--- src/rtl/weather_tree_engine.sv ---
// weather_tree_engine: programmable decision-tree classifier for the weather predictor.
// A runtime-written node table is walked one node per clock. Each query yields a class
// code, with an error flag for runaway depth or bad child links.
// Optional feature macro: TREE_PATH_EN adds out_path/out_depth (the branch trace).
module weather_tree_engine #(
    parameter int FEAT_W    = 5,
    parameter int N_FEAT    = 4,
    parameter int N_NODES   = 16,
    parameter int CLASS_W   = 3,
    parameter int MAX_DEPTH = 8,
    localparam int NIDX_W   = $clog2(N_NODES),
    localparam int FIDX_W   = $clog2(N_FEAT),
    localparam int DEP_W    = $clog2(MAX_DEPTH + 1)
) (
    input  logic                     CLOCK_50,
    input  logic                     rst,
    input  logic                     in_valid,
    output logic                     in_ready,
    input  logic [N_FEAT*FEAT_W-1:0] in_feat,
    output logic                     out_valid,
    input  logic                     out_ready,
    output logic [CLASS_W-1:0]       out_class,
    output logic                     out_err,
    input  logic                     cfg_we,
    input  logic [NIDX_W-1:0]        cfg_addr,
    input  logic                     cfg_leaf,
    input  logic [FIDX_W-1:0]        cfg_feat,
    input  logic [FEAT_W-1:0]        cfg_thresh,
    input  logic [NIDX_W-1:0]        cfg_left,
    input  logic [NIDX_W-1:0]        cfg_right,
    input  logic [CLASS_W-1:0]       cfg_class,
    output logic                     cfg_drop
`ifdef TREE_PATH_EN
    ,
    output logic [MAX_DEPTH-1:0]     out_path,
    output logic [DEP_W-1:0]         out_depth
`endif
);

    localparam logic [1:0] ST_IDLE = 2'd0;
    localparam logic [1:0] ST_WALK = 2'd1;
    localparam logic [1:0] ST_DONE = 2'd2;

    localparam logic [NIDX_W:0]  NODES_LIM = N_NODES[NIDX_W:0];
    localparam logic [DEP_W-1:0] DEPTH_LIM = MAX_DEPTH[DEP_W-1:0];

    // Feature select; an index with no matching feature reads as zero.
    function automatic logic [FEAT_W-1:0] pick_feat(
        input logic [N_FEAT*FEAT_W-1:0] vec,
        input logic [FIDX_W-1:0]        sel
    );
        pick_feat = '0;
        for (int i = 0; i < N_FEAT; i++) begin
            if (sel == FIDX_W'(i)) pick_feat = vec[i*FEAT_W +: FEAT_W];
        end
    endfunction

    logic [1:0]               state_q;
    logic [N_FEAT*FEAT_W-1:0] feat_p0;
    logic [NIDX_W-1:0]        node_q;
    logic [DEP_W-1:0]         depth_q;

    logic                     nd_leaf   [N_NODES];
    logic [FIDX_W-1:0]        nd_feat   [N_NODES];
    logic [FEAT_W-1:0]        nd_thresh [N_NODES];
    logic [NIDX_W-1:0]        nd_left   [N_NODES];
    logic [NIDX_W-1:0]        nd_right  [N_NODES];
    logic [CLASS_W-1:0]       nd_class  [N_NODES];

    logic                     go_left;
    logic [NIDX_W-1:0]        nxt_idx;
    logic                     walk_err;

    assign in_ready  = (state_q == ST_IDLE);
    assign out_valid = (state_q == ST_DONE);

    // Branch decision and error detection for the node currently being visited.
    always_comb begin
        go_left  = pick_feat(feat_p0, nd_feat[node_q]) <= nd_thresh[node_q];
        nxt_idx  = go_left ? nd_left[node_q] : nd_right[node_q];
        walk_err = (depth_q == DEPTH_LIM) || ({1'b0, nxt_idx} >= NODES_LIM);
    end

    // Node table: written only while idle; reset leaves an all-"unknown" tree.
    always_ff @(posedge CLOCK_50 or posedge rst) begin
        if (rst) begin
            for (int n = 0; n < N_NODES; n++) begin
                nd_leaf[n]   <= 1'b1;
                nd_feat[n]   <= '0;
                nd_thresh[n] <= '0;
                nd_left[n]   <= '0;
                nd_right[n]  <= '0;
                nd_class[n]  <= '1;
            end
        end else if (cfg_we && state_q == ST_IDLE) begin
            nd_leaf[cfg_addr]   <= cfg_leaf;
            nd_feat[cfg_addr]   <= cfg_feat;
            nd_thresh[cfg_addr] <= cfg_thresh;
            nd_left[cfg_addr]   <= cfg_left;
            nd_right[cfg_addr]  <= cfg_right;
            nd_class[cfg_addr]  <= cfg_class;
        end
    end

    // Flag configuration writes that arrive while a query is in flight.
    always_ff @(posedge CLOCK_50 or posedge rst) begin
        if (rst) cfg_drop <= 1'b0;
        else     cfg_drop <= cfg_we && (state_q != ST_IDLE);
    end

    // Query FSM: accept -> walk one node per clock -> hold result until taken.
    always_ff @(posedge CLOCK_50 or posedge rst) begin
        if (rst) begin
            state_q   <= ST_IDLE;
            feat_p0   <= '0;
            node_q    <= '0;
            depth_q   <= '0;
            out_class <= '1;
            out_err   <= 1'b0;
        end else begin
            case (state_q)
                ST_IDLE: begin
                    if (in_valid) begin
                        feat_p0 <= in_feat;
                        node_q  <= '0;
                        depth_q <= '0;
                        state_q <= ST_WALK;
                    end
                end
                ST_WALK: begin
                    if (nd_leaf[node_q]) begin
                        out_class <= nd_class[node_q];
                        out_err   <= 1'b0;
                        state_q   <= ST_DONE;
                    end else if (walk_err) begin
                        out_class <= '1;
                        out_err   <= 1'b1;
                        state_q   <= ST_DONE;
                    end else begin
                        node_q  <= nxt_idx;
                        depth_q <= depth_q + 1'b1;
                    end
                end
                ST_DONE: begin
                    if (out_ready) state_q <= ST_IDLE;
                end
                default: state_q <= ST_IDLE;
            endcase
        end
    end

`ifdef TREE_PATH_EN
    // Branch trace: bit k records that step k took the right child.
    always_ff @(posedge CLOCK_50 or posedge rst) begin
        if (rst) begin
            out_path <= '0;
        end else if (state_q == ST_IDLE && in_valid) begin
            out_path <= '0;
        end else if (state_q == ST_WALK && !nd_leaf[node_q] && !walk_err && !go_left) begin
            out_path <= out_path | (MAX_DEPTH'(1) << depth_q);
        end
    end

    assign out_depth = depth_q;
`endif

endmodule

--- config.mk ---
export PLATFORM = sky130hd
export DESIGN_NAME = weather_tree_engine
export DESIGN_NICKNAME = d
export VERILOG_FILES = /design/src/rtl/weather_tree_engine.sv
export SDC_FILE = /design/constraint.sdc
export NUM_CORES = 1
export LEC_CHECK = 0
export CORE_MARGIN = 8
export CORE_UTILIZATION = 60
export CTS_BUF_LIST = sky130_fd_sc_hd__clkbuf_8
export DETAILED_ROUTE_END_ITERATION = 8
export PLACE_DENSITY = 0.87
export SLEW_MARGIN = 20
export SYNTH_ARGS = -nofsm -noshare
export SYNTH_HDL_FRONTEND = slang
export SYNTH_SLANG_ARGS = --single-unit
export TNS_END_PERCENT = 5
--- constraint.sdc ---
create_clock -name CLOCK_50 -period 21.3 [get_ports CLOCK_50]
set_input_delay 2.13 -clock CLOCK_50 [delete_from_list [all_inputs] [get_ports CLOCK_50]]
set_output_delay 2.13 -clock CLOCK_50 [all_outputs]
set_load 0.005 [all_outputs]
## After elaboration in Yosys (flattened, before gate mapping)

Cells that the tools add are included.

| word-level totals | value |
|---|---|
| register bits | 339 |
| bits of input ports | 48 |
| word-level logic and storage cells | 188 |

| operators by class | value |
|---|---|
| $add $sub $neg | 1 |
| $lt $le $gt $ge | 4 |
| equal/unequal tests | 11 |
| multiplexer cells | 55 |
| bitwise gates (word level) | 2 |
| reduce and logical (&&, ||, !) cells | 12 |

Operators by type and width:

| cell | count |
|---|---|
| $bwmux W64 | 2 |
| $bwmux W80 | 1 |
| $bwmux W48 | 1 |
| $mux W4 | 11 |
| $mux W5 | 7 |
| $bmux W4 S4 | 2 |
| $bwmux W32 | 1 |
| $bmux W5 S4 | 1 |
| $demux W5 S4 | 1 |
| $bwmux W16 | 1 |
| $demux W4 S4 | 1 |
| $pmux W4 S2 | 2 |
| $mux W3 | 5 |
| $mux W2 | 7 |
| $bmux W3 S4 | 1 |
| $demux W3 S4 | 1 |
| $ge A5 B5 Y1 const B | 2 |
| $not A4 Y5 | 2 |
| $bmux W2 S4 | 1 |
| $demux W2 S4 | 1 |
| $eq A2 B2 Y1 const B | 3 |
| $ne A2 B2 Y1 const B | 3 |
| $pmux W2 S3 | 1 |
| $reduce_bool A2 Y1 | 3 |
| other kinds (15) | 24 |

## Longest topological paths before layout

| logic depth | value |
|---|---|
| depth after elaboration | 14 |
| mapped depth | 15 |

## Worst setup path after synthesis

No wires, ideal clock.

| timing path | value |
|---|---|
| path type | input-to-reg |
| start | in cfg_addr[2] |
| end | reg nd_left[10] (netlist name) |
| arrival | 3.695 ns |
| required time | 21.175 ns |
| setup slack | 17.481 ns |
| cell stages on the path | 5 |
| cells stage by stage | clkbuf_1 > nand2_1 > nor2_1 > buf_2 > mux2_2 |

| on the way | value |
|---|---|
| longest elaborated chain between the ends | 6 |
| elaborated cells between the ends (all ways) | 7 |

RTL lines:

| element | RTL line | text |
|---|---|---|
| start: declaration | 25 | `input logic [NIDX_W-1:0] cfg_addr,` |
| $not A4 Y5 (implied by the code) (*) | 99 | `nd_left[cfg_addr] <= cfg_left;` |
| $ge A5 B5 Y1 (implied by the code) or $lt A5 B1 Y1 (tied branches) | 99 |  |
| $logic_and A1 B1 Y1 (implied by the code) | 99 |  |
| $mux W4 (implied by the code) | 99 |  |
| $demux W4 S4 (*) | 99 |  |
| $bwmux W64 (*) | 99 |  |
| end signal: indexed assignment | 99 |  |
| end: declaration | 66 | `logic [NIDX_W-1:0] nd_left [N_NODES];` |

Mark *: on every way between the ends. The rest lies on a longest branch, timed or not.
A chain may end at the register's enable or synchronous reset.

## Worst setup path after layout

| timing path | value |
|---|---|
| start | reg node_q[0] |
| end | reg node_q[3] |

| on the way | value |
|---|---|
| longest elaborated chain between the ends | 14 |
| elaborated cells between the ends (all ways) | 31 |

RTL lines:

| element | RTL line | text |
|---|---|---|
| start: declaration | 60 | `logic [NIDX_W-1:0] node_q;` |
| start signal: assignment | 140 | `node_q <= nxt_idx;` |
| $not A4 Y5 (implied by the code) (*) | 79, 80, 131 |  |
| $bmux W2 S4 | 79 | `go_left = pick_feat(feat_p0, nd_feat[node_q]) <= nd_thresh[node_q];` |
| $mux W2 (implied by the code) (2 in series) | 79 |  |
| $logic_not A2 Y1 | 54 | `if (sel == FIDX_W'(i)) pick_feat = vec[i*FEAT_W +: FEAT_W];` |
| $mux W5 (4 in series) | 54 |  |
| $le A5 B5 Y1 | 79 |  |
| $mux W4 | 80 | `nxt_idx = go_left ? nd_left[node_q] : nd_right[node_q];` |
| $mux W4 | 135 | `end else if (walk_err) begin` |
| $mux W4 | 131 | `if (nd_leaf[node_q]) begin` |
| $pmux W4 S2 | 121 | `case (state_q)` |

Mark *: on every way between the ends. The rest lies on a longest branch, timed or not. The select of a mux whose other input is x is not followed.

==> impl_summary.txt <==
----------------------------------------------------
[CTS]
  Num Clock Sinks ... 339
  Cell at the root of the clock tree ... clkbuf_8
  CTS tree ... yes
  CTS H-Tree Depth ... 2
  Clock slew at the register clock pins of the worst setup and hold paths ... 0.06 ns
  Longest Clk Path Bufs ... 3
  Buffers inserted during post-CTS setup optimization ... 0
  Post-CTS Hold Buffers ... 0
  Number of instances resized during post-cts repair ... 0
  Clock network latency to the later pin of the worst-skew pair ... 0.59 ns
  Number of buffers created by CTS ... 54

[Power]
  Internal ... 1.70 mW
  Peak supply drop ... 78.7 µV
  Sequential fraction of design power ... 0.466
  Total power density per cell area ... 138 nW/µm²
  Net switching power ... 0.695 mW
  Clock group share of total power ... 0.230
  Static leakage power ... 7.65 nW
  Net Sw Frac ... 0.290
  Portion of total power attributed to combinational logic ... 0.304

[Timing]
  Slew headroom ... 0.242
  RSZ-0062 raised after global routing ... no
  Least-Margin Pin Slew ... 1.13 ns
  Shortest clock period the worst path allows after layout ... 4.50 ns
  Final setup violation count ... 0
  Hold Violations, Final ... 0
  Period Utilization, post-route ... 0.211
  Fin. max-slew vios ... 0
  Worst-case hold slack ... 0.479 ns
  Summed negative setup slack over all endpoints ... 0 ns
  Final setup skew ... 0.0128 ns
  Fmax ... 222 MHz

[Final layout]
  Share of layout cells above drive strength 1 ... 0.556
  Most common cell after layout, fill and taps aside ... mux2_2
  Nets@finish ... 1,081
  Commonest cells after routing, fill and taps aside ... 327 x mux2_2, 270 x dfrtp_1, 83 x mux4_2
  Post-route cell area ... 17,300 µm²
  Total area of multi-input combinational cells ... 6510 µm²
  Sequential cell area ... 8570 µm²
  Synthesis-to-layout area growth ... 12.6%
  Number of fill cells in the layout ... 1,600

[Floorplan]
  Effective utilization at floorplan ... 0.612
  Die Span Y ... 176 µm
  I/O pin total ... 55
  Total number of placement rows ... 58
  Std-Cell Core Area ... 25,200 µm²
  Total Die Area ... 31,100 µm²
  Die Width ... 176 µm

[Synthesis]
  Yosys warning total ... 0
  Area share of the largest cell type after synthesis ... 0.442
  Post-Synthesis Cells ... 964
  Count of flip-flops with a built-in enable after synthesis ... 0
  Ys flop type ... dfrtp_1
  Cell types with the largest area share after synthesis ... dfrtp_1 44%, mux2_2 24%, mux4_2 12%
  Flop and latch count out of synthesis ... 339
  Number of unique standard cell types used by synthesis ... 39
  Post-synth ARST share ... 1.00
  Mean cell area of the mapped netlist ... 16.0 µm²
  Sequential cell area fraction in the yosys report ... 0.556
  Summed instance area of the synthesized netlist ... 15,400 µm²
  Library cell with the largest summed area after synthesis ... dfrtp_1
  Post-Syn Nets ... 1,019

[Worst setup path]
  Required time reported for the critical path endpoint ... 21.75 ns
  Critical Setup Path Class ... register to register
  Data arrival time of the critical path ... 4.95 ns
  Largest fanout on the critical path ... 39
  Worst setup SP type ... register
  Critical Path End Type ... register

[Detailed routing]
  Number of iterations in the first detailed-routing pass ... 4
  Via-per-instance ratio ... 6.08
  Final routed wire length divided by cell count ... 23.7 µm
  DRC violations left ... 0
  Number of routed nets with antenna violations ... 0
  Via count of the routed design ... 8,521
  Initial DRC count ... 528
  Final wirelength ... 33,200 µm

[Global route]
  Antenna violations before repair ... 1
  Vias in the first global route ... 9,530
  Largest net degree at the start of global routing ... 176
  Global-route wire length before repair ... 54,100 µm
  Global Route Usage Sum ... 0.223
  Remaining global-route overflow ... 0

[Placed design]
  Post-place instance area ... 16,200 µm²
  Number of buffers inserted by port buffering ... 54
  Final weighted congestion in routability-driven placement ... 0.765
  Post-detail-place hpwl ... 19,800 µm

[Hold path]
  Worst min path class ... register to register

[Status]
  Run status ... finished clean

[Job]
  Count of max-cap constraint violations ... 0

----------------------------------------------------
## critical path, stage by stage, from the launching register on
cell and delay (ns):
dfrtp_4 0.96, buf_4 0.76, mux4_2 0.60, mux4_2 0.52, inv_1 0.09, ha_1 0.14
nor2b_1 0.14, o21a_1 0.11, o21ai_0 0.07, a21oi_1 0.59, mux2i_1 0.26, o21ai_0 0.10
## final timing paths
path,start,to,cells after the start,slack (ns)
max,node_q[0],node_q[3],11,16.80
min,depth_q[3],depth_q[3],1,0.48
max reg2reg,node_q[0],node_q[3],11,16.80
min reg2reg,depth_q[3],depth_q[3],1,0.48
max in group asynchronous,rst,nd_right[36],3,17.90
min in group asynchronous,rst,nd_thresh[58],2,2.04
## state kept, by name, summed over array words and instances, names as in the netlist
name,count
cfg_drop,1
depth_q,4
feat_p0,20
nd_class,48
nd_feat,32
nd_leaf,16
nd_left,64
nd_right,64
nd_thresh,80
node_q,4
out_class,3
out_err,1
state_q,2
## cell families after synthesis
logic type | after synthesis | synth area share
buffers and inverters | 78 | 0.0230
adders and majority gates | 7 | 0.00568
DFF | 339 | 0.556
muxes | 422 | 0.371
AOI/OAI and AO/OA | 40 | 0.0179
and+or+nand+nor | 78 | 0.0263
## per-layer routing
layer,vias to the layer above,routed length (µm),GRT usage
met2,227,16800,0.370
met4,0,634,0.0738
li1,3720,-,-
met3,44,2320,0.0436
met1,4530,13500,0.292
met5,-,0,0
## per-stage QoR
step                power (mW)  instances   util  worst slack, ns
floorplan                 1.66        964      -             9.89
global placement          1.81       1300  0.645            16.68
detailed placement        1.86       1300  0.645            16.47
CTS                       2.42       1400  0.689            16.71
global route              2.54       1401  0.689            16.48
finish                    2.40       1401  0.689            16.80
## power groups by stage
stage	sequential, mW	clock, mW	combinational [mW]
2_1_floorplan	1.05	0	0.608
3_3_place_gp	1.11	0	0.702
3_5_place_dp	1.13	0	0.732
4_1_cts	1.12	0.561	0.738
5_1_grt	1.15	0.592	0.794
6_report	1.12	0.552	0.730
## synthesized netlist by cell type (all sizes together) (3+ instances only)
| master | n |
|---|---|
| nand3 | 15 |
| nor2b | 9 |
| clkbuf | 42 |
| mux4 | 86 |
| dfrtp | 272 |
| a21oi | 4 |
| a22oi | 17 |
| mux2 | 327 |
| inv | 11 |
| nand2b | 3 |
| dfstp | 67 |
| buf | 25 |
| nor2 | 15 |
| mux2i | 9 |
| ha | 7 |
| nand2 | 26 |
| o21ai | 9 |
| o22a | 3 |
## layout make-up
type                    instances  share of cell area
well taps                     330              0.0238
clock inverters                32             0.00995
inverters                      11             0.00281
clock buffers                  68              0.0539
flip-flops and latches        339               0.494
repair buffers                 73              0.0401
multi-input cells             547               0.375
diodes                          1            0.000144
Note: power is estimated with default switching activity, not from simulation.
